### src/rtl/sram_arb_ctrl.sv
// Round-robin two-port arbiter/sequencer for a single-port SRAM with registered SRAM-side signals.
// Optional address range check enabled by defining SRAM_RANGE_CHK_EN.
module sram_arb_ctrl #(
  parameter int unsigned WIDTH  = 32,
  parameter int unsigned AWIDTH = 30,
  parameter int unsigned DEPTH  = 2048
) (
  input  logic              clk,
  input  logic              rst,
  input  logic              p0_req,
  input  logic              p0_rw,
  input  logic [AWIDTH-1:0] p0_addr,
  input  logic [WIDTH-1:0]  p0_wdata,
  output logic              p0_gnt,
  output logic              p0_ack,
  output logic [WIDTH-1:0]  p0_rdata,
  output logic              p0_err,
  input  logic              p1_req,
  input  logic              p1_rw,
  input  logic [AWIDTH-1:0] p1_addr,
  input  logic [WIDTH-1:0]  p1_wdata,
  output logic              p1_gnt,
  output logic              p1_ack,
  output logic [WIDTH-1:0]  p1_rdata,
  output logic              p1_err,
  output logic              mem_cs,
  output logic              mem_rw,
  output logic [AWIDTH-1:0] mem_addr,
  output logic [WIDTH-1:0]  mem_din,
  input  logic [WIDTH-1:0]  mem_dout
);

`ifdef SRAM_RANGE_CHK_EN
  localparam logic RangeChkEn = 1'b1;
`else
  localparam logic RangeChkEn = 1'b0;
`endif

  localparam logic [AWIDTH-1:0] DepthA = AWIDTH'(DEPTH);

  typedef enum logic [1:0] {
    IDLE = 2'd0,
    ACC  = 2'd1,
    RESP = 2'd2
  } state_e;

  state_e            state_q, state_d;
  logic              ptr_q, ptr_d;
  logic              owner_q, owner_d;
  logic              op_rw_q, op_rw_d;
  logic              oor_q, oor_d;
  logic              mem_cs_q, mem_cs_d;
  logic              mem_rw_q, mem_rw_d;
  logic [AWIDTH-1:0] mem_addr_q, mem_addr_d;
  logic [WIDTH-1:0]  mem_din_q, mem_din_d;
  logic              p0_ack_q, p0_ack_d;
  logic              p1_ack_q, p1_ack_d;
  logic [WIDTH-1:0]  p0_rdata_q, p0_rdata_d;
  logic [WIDTH-1:0]  p1_rdata_q, p1_rdata_d;
  logic              p0_err_q, p0_err_d;
  logic              p1_err_q, p1_err_d;

  logic              arb_en_c;
  logic              any_req_c;
  logic              win_c;
  logic              sel_rw_c;
  logic [AWIDTH-1:0] sel_addr_c;
  logic [WIDTH-1:0]  sel_wdata_c;
  logic              oor_c;

  // Winner: requester at the pointer if requesting, else the other one.
  always_comb begin
    arb_en_c    = (state_q != ACC);
    any_req_c   = p0_req | p1_req;
    win_c       = ptr_q ? p1_req : ~p0_req;
    sel_rw_c    = win_c ? p1_rw    : p0_rw;
    sel_addr_c  = win_c ? p1_addr  : p0_addr;
    sel_wdata_c = win_c ? p1_wdata : p0_wdata;
    oor_c       = RangeChkEn & (sel_addr_c >= DepthA);
  end

  assign p0_gnt = arb_en_c & p0_req & ~win_c;
  assign p1_gnt = arb_en_c & p1_req &  win_c;

  always_comb begin
    state_d    = state_q;
    ptr_d      = ptr_q;
    owner_d    = owner_q;
    op_rw_d    = op_rw_q;
    oor_d      = oor_q;
    mem_cs_d   = 1'b0;
    mem_rw_d   = mem_rw_q;
    mem_addr_d = mem_addr_q;
    mem_din_d  = mem_din_q;
    p0_ack_d   = 1'b0;
    p1_ack_d   = 1'b0;
    p0_rdata_d = p0_rdata_q;
    p1_rdata_d = p1_rdata_q;
    p0_err_d   = 1'b0;
    p1_err_d   = 1'b0;

    case (state_q)
      IDLE, RESP: begin
        if (any_req_c) begin
          state_d = ACC;
          owner_d = win_c;
          ptr_d   = ~win_c;
          op_rw_d = sel_rw_c;
          oor_d   = oor_c;
          // Out-of-range requests never touch the SRAM pins.
          if (!oor_c) begin
            mem_cs_d   = 1'b1;
            mem_rw_d   = sel_rw_c;
            mem_addr_d = sel_addr_c;
            mem_din_d  = sel_wdata_c;
          end
        end else begin
          state_d = IDLE;
        end
      end
      ACC: begin
        state_d = RESP;
        if (!owner_q) begin
          p0_ack_d = 1'b1;
          p0_err_d = oor_q;
          if (op_rw_q) p0_rdata_d = oor_q ? '0 : mem_dout;
        end else begin
          p1_ack_d = 1'b1;
          p1_err_d = oor_q;
          if (op_rw_q) p1_rdata_d = oor_q ? '0 : mem_dout;
        end
      end
      default: state_d = IDLE;
    endcase
  end

  always_ff @(posedge clk or posedge rst) begin
    if (rst) begin
      state_q    <= IDLE;
      ptr_q      <= 1'b0;
      owner_q    <= 1'b0;
      op_rw_q    <= 1'b1;
      oor_q      <= 1'b0;
      mem_cs_q   <= 1'b0;
      mem_rw_q   <= 1'b1;
      mem_addr_q <= '0;
      mem_din_q  <= '0;
      p0_ack_q   <= 1'b0;
      p1_ack_q   <= 1'b0;
      p0_rdata_q <= '0;
      p1_rdata_q <= '0;
      p0_err_q   <= 1'b0;
      p1_err_q   <= 1'b0;
    end else begin
      state_q    <= state_d;
      ptr_q      <= ptr_d;
      owner_q    <= owner_d;
      op_rw_q    <= op_rw_d;
      oor_q      <= oor_d;
      mem_cs_q   <= mem_cs_d;
      mem_rw_q   <= mem_rw_d;
      mem_addr_q <= mem_addr_d;
      mem_din_q  <= mem_din_d;
      p0_ack_q   <= p0_ack_d;
      p1_ack_q   <= p1_ack_d;
      p0_rdata_q <= p0_rdata_d;
      p1_rdata_q <= p1_rdata_d;
      p0_err_q   <= p0_err_d;
      p1_err_q   <= p1_err_d;
    end
  end

  assign mem_cs   = mem_cs_q;
  assign mem_rw   = mem_rw_q;
  assign mem_addr = mem_addr_q;
  assign mem_din  = mem_din_q;
  assign p0_ack   = p0_ack_q;
  assign p1_ack   = p1_ack_q;
  assign p0_rdata = p0_rdata_q;
  assign p1_rdata = p1_rdata_q;
  assign p0_err   = p0_err_q;
  assign p1_err   = p1_err_q;

endmodule
### config.mk
export PLATFORM = sky130hd
export DESIGN_NAME = sram_arb_ctrl
export DESIGN_NICKNAME = d
export VERILOG_FILES = /design/src/rtl/sram_arb_ctrl.sv
export SDC_FILE = /design/constraint.sdc
export NUM_CORES = 1
export LEC_CHECK = 0
export ABC_CLOCK_PERIOD_IN_PS = 5670
export CAP_MARGIN = 25
export CORE_AREA = 5 5 147 149
export DETAILED_ROUTE_END_ITERATION = 16
export DIE_AREA = 0 0 152 154
export PLACE_DENSITY = 0.67
export SLEW_MARGIN = 0
export SYNTH_ARGS = -nofsm -noshare
export SYNTH_HDL_FRONTEND = slang
export SYNTH_SLANG_ARGS = --single-unit
### constraint.sdc
create_clock -name clk -period 5.67 [get_ports clk]
set_input_delay 0.8505 -clock clk [delete_from_list [all_inputs] [get_ports clk]]
set_output_delay 0.8505 -clock clk [all_outputs]
set_load 0.1 [all_outputs]
==> impl_metrics.tcl, run 1 <==
set metrics [dict create \
    hold_buffers 0 \
    cts.htree.levels 4 \
    dp_cells 910 \
    ys_ff_latch 133 \
    min_period_over_period 0.668 \
    synthTopCellsByCount "132 x dfrtp_1, 64 x and2_1, 63 x a221o_1" \
    synth.yosys.seq_area_share 0.598 \
    die_y_um 154 \
    cpMostUsedCell "clkdlybuf4s50_1" \
    antenna_found_initial 0 \
    wire_per_inst_um 18.9 \
    postCtsSetupBuffers 0 \
    clockBufferDepth 2 \
    grt_usage 0.150 \
    crit_chain "clkdlybuf4s50_1 -> a21bo_2 -> nor2_1 -> clkdlybuf4s50_1" \
    r2r_cells 4 \
    critPathCaptureType "primary output" \
    critical_path.top_delay_family "buffers and inverters" \
    grt_use_met3 0.0573 \
    antenna_cells 0 \
    yosysWarnings 0 \
    r2r_setup_slack_ns 3.29 \
    setup_violations 0 \
    period_needed_ns 3.79 \
    detail_route.vias_per_cell 4.58 \
    fp.dieW_um 152 \
    reg2reg_from "state_q[0]" \
    synth_compound_gate_area_share 0.119 \
    gp_congestion 0.805 \
    cts_buffers 17 \
    cts.sinks 133 \
    syn_area_um2 5570 \
    whs_endpoint "p0_rdata[18]" \
    clk_latency_ns 0.41 \
    post-synth-top-area-cell "dfrtp_1" \
    synthCells 369 \
    r2r-end "p0_rdata[19]" \
    synth_top_family_by_area "multiplexers" \
    row_count 52 \
    nFillCells 1833 \
    io_buffers 293 \
    drt-total-wl_um 17800 \
    status "finished clean" \
    synthArstFlopShare 1.00 \
    synth_top_area_share 0.593 \
    num_vias 4311 \
    hold_viol 0 \
    layout.cells.non_filler 942 \
    rsz0062_at_grt "no" \
    coreArea_um2 20000 \
    critical_path_buf_inv_count 2 \
    slew_headroom 0.295 \
    finClkSkew_ns 0.00736 \
    first_global_vias 4923 \
    top_usage_layer "met2" \
    synth.avg_cell_area_um2 15.1 \
    dr.pass1.iters 4 \
    grt_max_degree 99 \
    synth_edf_count 0 \
    met2_usage 0.242 \
    met1_usage 0.184 \
    ant_nets 0 \
    tns_ns 0 \
    synth_most_common_cell "dfrtp_1" \
    drc 0 \
    crit_slowest_cell "clkdlybuf4s50_1" \
    muxShareOfSynthArea 0.163 \
    pin_count 296 \
    cts_tree "done" \
    worst_pin_slew_ns 1.05 \
    drt-initial-drc-count 142 \
    die-area_um2 23400 \
    worstHoldPathCells 1 \
    timing.hold.ws_ns 0.491 \
    synth_cell_types 25 \
    path_class "in -> out" \
    worst_hold_startpoint "p0_rdata[18]" \
    post-route-util 0.464 \
    synth_flop_cell "dfrtp_1" \
    layout.nets 821 \
    cap_violations 0 \
    synth-adder-area-share 0 \
    dp_hpwl_um 13400 \
    cp_data_arrival_time_ns 2.94 \
    ctsResizeCount 0 \
    gr-total-overflow 0 \
    crit_required_ns 4.82 \
    path_max_fanout 3 \
    fmax_mhz 264 \
    min_path_type "reg -> reg" \
    synth_xor_xnor_area_share 0 \
    syn_to_final_growth_pct 67.2 \
    cts.clk_slew.worst_paths_ns 0.06 \
    grt_first_pass_wirelength_um 27900 \
    initial_core_util 0.278 \
    synth_area_leaders "dfrtp_1 59%, mux2_4 13%, a221o_1 11%, and2_1 7.2%, mux2_2 2.2%" \
    finalMaxSlewViolations 0 \
    drive_above_1_share 0.161 \
    synth-simple-area-share 0.0872 \
    cp_slowest_stage_delay_ns 1.16 \
    cp-start-kind "primary input" \
    root_buffer "clkbuf_16" \
]
cell usage in the layout, fill, tap and decap left out, drive strengths merged:
master           n
clkdlybuf4s50  293
dfrtp          132
and2            64
mux2            64
a221o           63
clkbuf          17
clkinv           7
inv              6
buf              5
clkinvlp         4
nor2             3
nor3b            3
a21o             2
conb             2
nand2b           1
o21bai           1
nor2b            1
a21bo            1
nand3            1
bufinv           1
dfstp            1
how the worst max path moves through the flow:
stage	from	end	slack [ns]	depth (start not counted)
final	p0_req	p0_gnt	1.88	4
after global routing	p0_req	p1_gnt	1.85	4
after CTS	p0_req	p0_gnt	1.88	4
after detailed placement	p0_req	p0_gnt	1.90	4
after global placement	p0_req	p0_gnt	1.86	4
after floorplan	rst	mem_addr[0]	1.27	1
metrics by stage:
step / instance area, um^2 / setup slack, ns
4_1_cts: 9310 / 1.88
3_3_place_gp: 8730 / 1.86
3_5_place_dp: 8750 / 1.90
5_1_grt: 9310 / 1.85
6_report: 9310 / 1.88
2_1_floorplan: 5570 / 1.27
sequential cells by signal, summed over array words and instances (netlist names):
register,flops
mem_rw,1
p1_ack,1
mem_din,32
ptr_q,1
p1_rdata,32
owner_q,1
state_q,2
p0_ack,1
mem_addr,30
p0_rdata,32
cell families (layout without fill, tap and decap cells):
group                  after synthesis  count (layout)
other                                1               2
AND/OR/NAND/NOR                     73              73
multiplexers                        64              64
flip-flops                         133             133
AO/OA/AOI/OAI                       67              67
buffers and inverters               31             333
layout make-up:
class | instances | area [um^2] | area share
Sequential cell | 133 | 3330 | 0.358
Clock buffer | 17 | 425 | 0.0457
Tap cell | 270 | 338 | 0.0363
Inverter | 3 | 16.3 | 0.00175
Multi-Input combinational cell | 206 | 2080 | 0.224
Timing Repair Buffer | 298 | 2980 | 0.321
Clock inverter | 15 | 133 | 0.0143
routing by layer:
metal	share of wire	up-vias
li1	-	1949
met3	0.084	20
met4	0.023	0
met5	0	-
met2	0.48	234
met1	0.42	2108
worst reg2reg max path, delay by kind of cell, from the launching register on:
kind                   cells  cell delay, ns
and+or+nand+nor            2            0.81
muxes                      1            0.41
DFF                        1            0.54
buffers and inverters      1            0.50
Power of run 1 is not shown: default switching activity piles up to over one toggle a cycle in this logic, so the estimate is an artifact.
==> run 2: changes to the inputs <==
--- a/config.mk
+++ b/config.mk
@@ -5,12 +5,12 @@
 export SDC_FILE = /design/constraint.sdc
 export NUM_CORES = 1
 export LEC_CHECK = 0
-export ABC_CLOCK_PERIOD_IN_PS = 5670
+export ABC_CLOCK_PERIOD_IN_PS = 3200
 export CAP_MARGIN = 25
 export CORE_AREA = 5 5 147 149
 export DETAILED_ROUTE_END_ITERATION = 16
 export DIE_AREA = 0 0 152 154
-export PLACE_DENSITY = 0.67
+export PLACE_DENSITY = 0.7
 export SLEW_MARGIN = 0
 export SYNTH_ARGS = -nofsm -noshare
 export SYNTH_HDL_FRONTEND = slang
==> constraint.sdc (replaced) <==
create_clock -name clk -period 3.2 [get_ports clk]
set_input_delay 0.48 -clock clk [delete_from_list [all_inputs] [get_ports clk]]
set_output_delay 0.48 -clock clk [all_outputs]
set_load 0.1 [all_outputs]
==> impl_metrics.tcl, run 2 (synthesis gave the netlist of run 1 again) <==
set metrics [dict create \
    status "finished clean" \
    crit_chain "clkdlybuf4s50_1" \
    cts_buffers 17 \
    cts.clk_slew.worst_paths_ns 0.06 \
    dr.pass1.iters 4 \
    detail_route.vias_per_cell 4.52 \
    grt_max_degree 86 \
    cts_tree "done" \
    layout_common_cells "202 x clkdlybuf4s50_1, 132 x dfrtp_1, 95 x buf_4, 64 x and2_1, 63 x a221o_1" \
    rsz0062_at_grt "no" \
    wire_per_inst_um 18.4 \
    timing.hold.ws_ns 0.484 \
    post-route-util 0.458 \
    crit_slowest_cell "clkdlybuf4s50_1" \
    tns_ns 0 \
    pin_count 296 \
    antenna_cells 0 \
    io_buffers 293 \
    min_path_type "reg -> reg" \
    cp_slowest_stage_delay_ns 1.15 \
    critical_path_buf_inv_count 1 \
    period_needed_ns 2.40 \
    finalMaxSlewViolations 0 \
    hold_viol 0 \
    root_buffer "clkbuf_16" \
    critPathCaptureType "primary output" \
    num_vias 4265 \
    final_common_cell "clkdlybuf4s50_1" \
    die-area_um2 23400 \
    drc 0 \
    cp_data_arrival_time_ns 1.92 \
    postCtsSetupBuffers 0 \
    nFillCells 1861 \
    grt_usage 0.147 \
    initial_core_util 0.278 \
    min_period_over_period 0.749 \
    ctsResizeCount 0 \
    cts.htree.levels 4 \
    critical_path.top_delay_family "buffers and inverters" \
    clockBufferDepth 2 \
    clk_latency_ns 0.41 \
    fp.dieW_um 152 \
    layout.nets 823 \
    gp_congestion 0.740 \
    row_count 52 \
    drive_above_1_share 0.300 \
    worst_pin_slew_ns 0.996 \
    syn_to_final_growth_pct 64.7 \
    path_max_fanout 2 \
    drt-total-wl_um 17400 \
    coreArea_um2 20000 \
    grt_first_pass_wirelength_um 27200 \
    setup_violations 0 \
    cp-start-kind "flop" \
    cts.sinks 133 \
    first_global_vias 4678 \
    path_class "reg -> out" \
    ant_nets 0 \
    slew_headroom 0.334 \
    cap_violations 0 \
    antenna_found_initial 0 \
    drt-initial-drc-count 180 \
    gr-total-overflow 0 \
    hold_buffers 0 \
    crit_required_ns 2.72 \
    fmax_mhz 417 \
    finClkSkew_ns 0.00940 \
    die_y_um 154 \
    dp_hpwl_um 12700 \
]
[run 2: metal layers]
metal | vias up | share of wire | track usage
met5 | - | 0 | 0
met4 | 0 | 0.014 | 0.0492
met3 | 16 | 0.081 | 0.0556
met2 | 197 | 0.49 | 0.244
met1 | 2107 | 0.41 | 0.177
li1 | 1945 | - | -
[run 2: cell type report]
cell class | instances | area [um^2] | area share
tap | 270 | 338 | 0.0368
inverter | 3 | 15.0 | 0.00164
multi-input combinational | 206 | 2090 | 0.227
clock buffer | 17 | 425 | 0.0464
clock inverter | 15 | 180 | 0.0197
timing repair buffer | 300 | 2800 | 0.305
sequential | 133 | 3330 | 0.363
[run 2: stage by stage]
stage	instances	setup WS, ns	instance area [um^2]
6_report	944	0.802	9170
4_1_cts	944	0.764	9170
5_1_grt	944	0.721	9170
2_1_floorplan	370	0.287	5580
3_5_place_dp	912	0.990	8560
3_3_place_gp	912	1.04	8560
[run 2: path summary, 6_finish.rpt]
check	from	endpoint	slack [ns]	cells past startpoint
worst max-delay path	p0_rdata[30]	p0_rdata[30]	0.80	1
worst min-delay path	p0_rdata[18]	p0_rdata[18]	0.48	1
worst max register to register	state_q[0]	p1_rdata[3]	1.20	4
worst min register to register	p0_rdata[18]	p0_rdata[18]	0.48	1
max in group asynchronous	rst	mem_din[26]	2.12	3
min in group asynchronous	rst	p1_rdata[3]	0.54	3
Power of run 2 is left out for the same reason.
==> run 3: changes to the inputs <==
--- a/config.mk
+++ b/config.mk
@@ -5,12 +5,12 @@
 export SDC_FILE = /design/constraint.sdc
 export NUM_CORES = 1
 export LEC_CHECK = 0
-export ABC_CLOCK_PERIOD_IN_PS = 3200
+export ABC_CLOCK_PERIOD_IN_PS = 2500
 export CAP_MARGIN = 25
 export CORE_AREA = 5 5 147 149
 export DETAILED_ROUTE_END_ITERATION = 16
 export DIE_AREA = 0 0 152 154
-export PLACE_DENSITY = 0.7
+export PLACE_DENSITY = 0.67
 export SLEW_MARGIN = 0
 export SYNTH_ARGS = -nofsm -noshare
 export SYNTH_HDL_FRONTEND = slang
==> constraint.sdc (replaced) <==
create_clock -name clk -period 2.5 [get_ports clk]
set_input_delay 0.375 -clock clk [delete_from_list [all_inputs] [get_ports clk]]
set_output_delay 0.375 -clock clk [all_outputs]
set_load 0.1 [all_outputs]
==> impl_metrics.tcl, run 3 (synthesis gave the netlist of run 1 again) <==
set metrics [dict create \
    postCtsSetupBuffers 0 \
    finalMaxSlewViolations 0 \
    cp_data_arrival_time_ns 1.62 \
    tns_ns 0 \
    cap_violations 0 \
    hold_buffers 0 \
    setup_violations 0 \
    cts_tree "done" \
    antenna_found_initial 0 \
    die-area_um2 23400 \
    grt_max_degree 134 \
    slew_headroom 0.497 \
    crit_slowest_cell "dfrtp_1" \
    worst_pin_slew_ns 0.754 \
    drc 0 \
    cts.clk_slew.worst_paths_ns 0.06 \
    dp_hpwl_um 12500 \
    drt-total-wl_um 17100 \
    cp-start-kind "flop" \
    period_needed_ns 1.99 \
    layout.nets 822 \
    layout_common_cells "161 x clkdlybuf4s50_1, 132 x dfrtp_1, 132 x buf_4, 64 x and2_1, 63 x a221o_1" \
    ant_nets 0 \
    syn_to_final_growth_pct 63.0 \
    antenna_cells 0 \
    fmax_mhz 502 \
    hold_viol 0 \
    ctsResizeCount 0 \
    dr.pass1.iters 4 \
    cts.htree.levels 4 \
    wire_per_inst_um 18.2 \
    io_buffers 293 \
    initial_core_util 0.278 \
    first_global_vias 4760 \
    crit_required_ns 2.12 \
    finClkSkew_ns 0.00615 \
    cp_slowest_stage_delay_ns 0.47 \
    clockBufferDepth 2 \
    die_y_um 154 \
    path_class "reg -> out" \
    clk_latency_ns 0.40 \
    cts_buffers 17 \
    status "finished clean" \
    root_buffer "clkbuf_16" \
    cts.sinks 133 \
    path_max_fanout 5 \
    gr-total-overflow 0 \
    coreArea_um2 20000 \
    detail_route.vias_per_cell 4.53 \
    drive_above_1_share 0.360 \
    fp.dieW_um 152 \
    critPathCaptureType "primary output" \
    grt_usage 0.145 \
    drt-initial-drc-count 110 \
    min_period_over_period 0.796 \
    num_vias 4270 \
    crit_chain "nand2b_2 -> inv_2 -> nor3b_2 -> buf_12" \
    pin_count 296 \
    min_path_type "reg -> reg" \
    gp_congestion 0.809 \
    grt_first_pass_wirelength_um 27200 \
    final_common_cell "clkdlybuf4s50_1" \
    row_count 52 \
    rsz0062_at_grt "no" \
]
[run 3: final cells by class]
type	instances	area, um^2
clock buffers	17	425
clock inverters	14	154
fillers	1846	11000
inverters	3	15.0
multi-input cells	206	2090
flip-flops and latches	133	3330
well taps	270	338
repair buffers	299	2720
[run 3: per-stage QoR]
stage               area [um^2]  instances  hold slack (ns)  setup slack (ns)   util
floorplan                  5580        370            0.473            -0.273      -
global placement           8490        911            0.473             0.364  0.424
detailed placement         8490        911            0.479             0.288  0.424
CTS                        9070        942            0.493             0.463  0.453
global route               9070        942            0.513             0.376  0.453
finish                     9070        942            0.488             0.509  0.453
[run 3: metal layers]
metal,up-vias,GRT usage,routed length [um],part of all wire
met5,-,0,0,0
met4,0,0.0586,413,0.024
li1,1951,-,-,-
met2,227,0.233,8240,0.48
met3,25,0.0599,1600,0.093
met1,2067,0.174,6890,0.40
[run 3: worst paths after layout]
kind,from,endpoint,slack (ns),cells past startpoint
setup / recovery,state_q[0],p1_gnt,0.51,4
hold / removal,p0_rdata[16],p0_rdata[16],0.49,1
setup reg to reg,state_q[0],mem_addr[15],0.85,3
hold reg to reg,p0_rdata[16],p0_rdata[16],0.49,1
max in group asynchronous,rst,mem_addr[17],1.38,3
min in group asynchronous,rst,p1_rdata[19],0.51,3
[run 3: critical path, delay by kind of cell, from the launching register on]
kind,cells,cell delay (ns)
flops,1,0.47
simple gates,2,0.43
buf+inv,2,0.30
Power of run 3 is left out for the same reason.
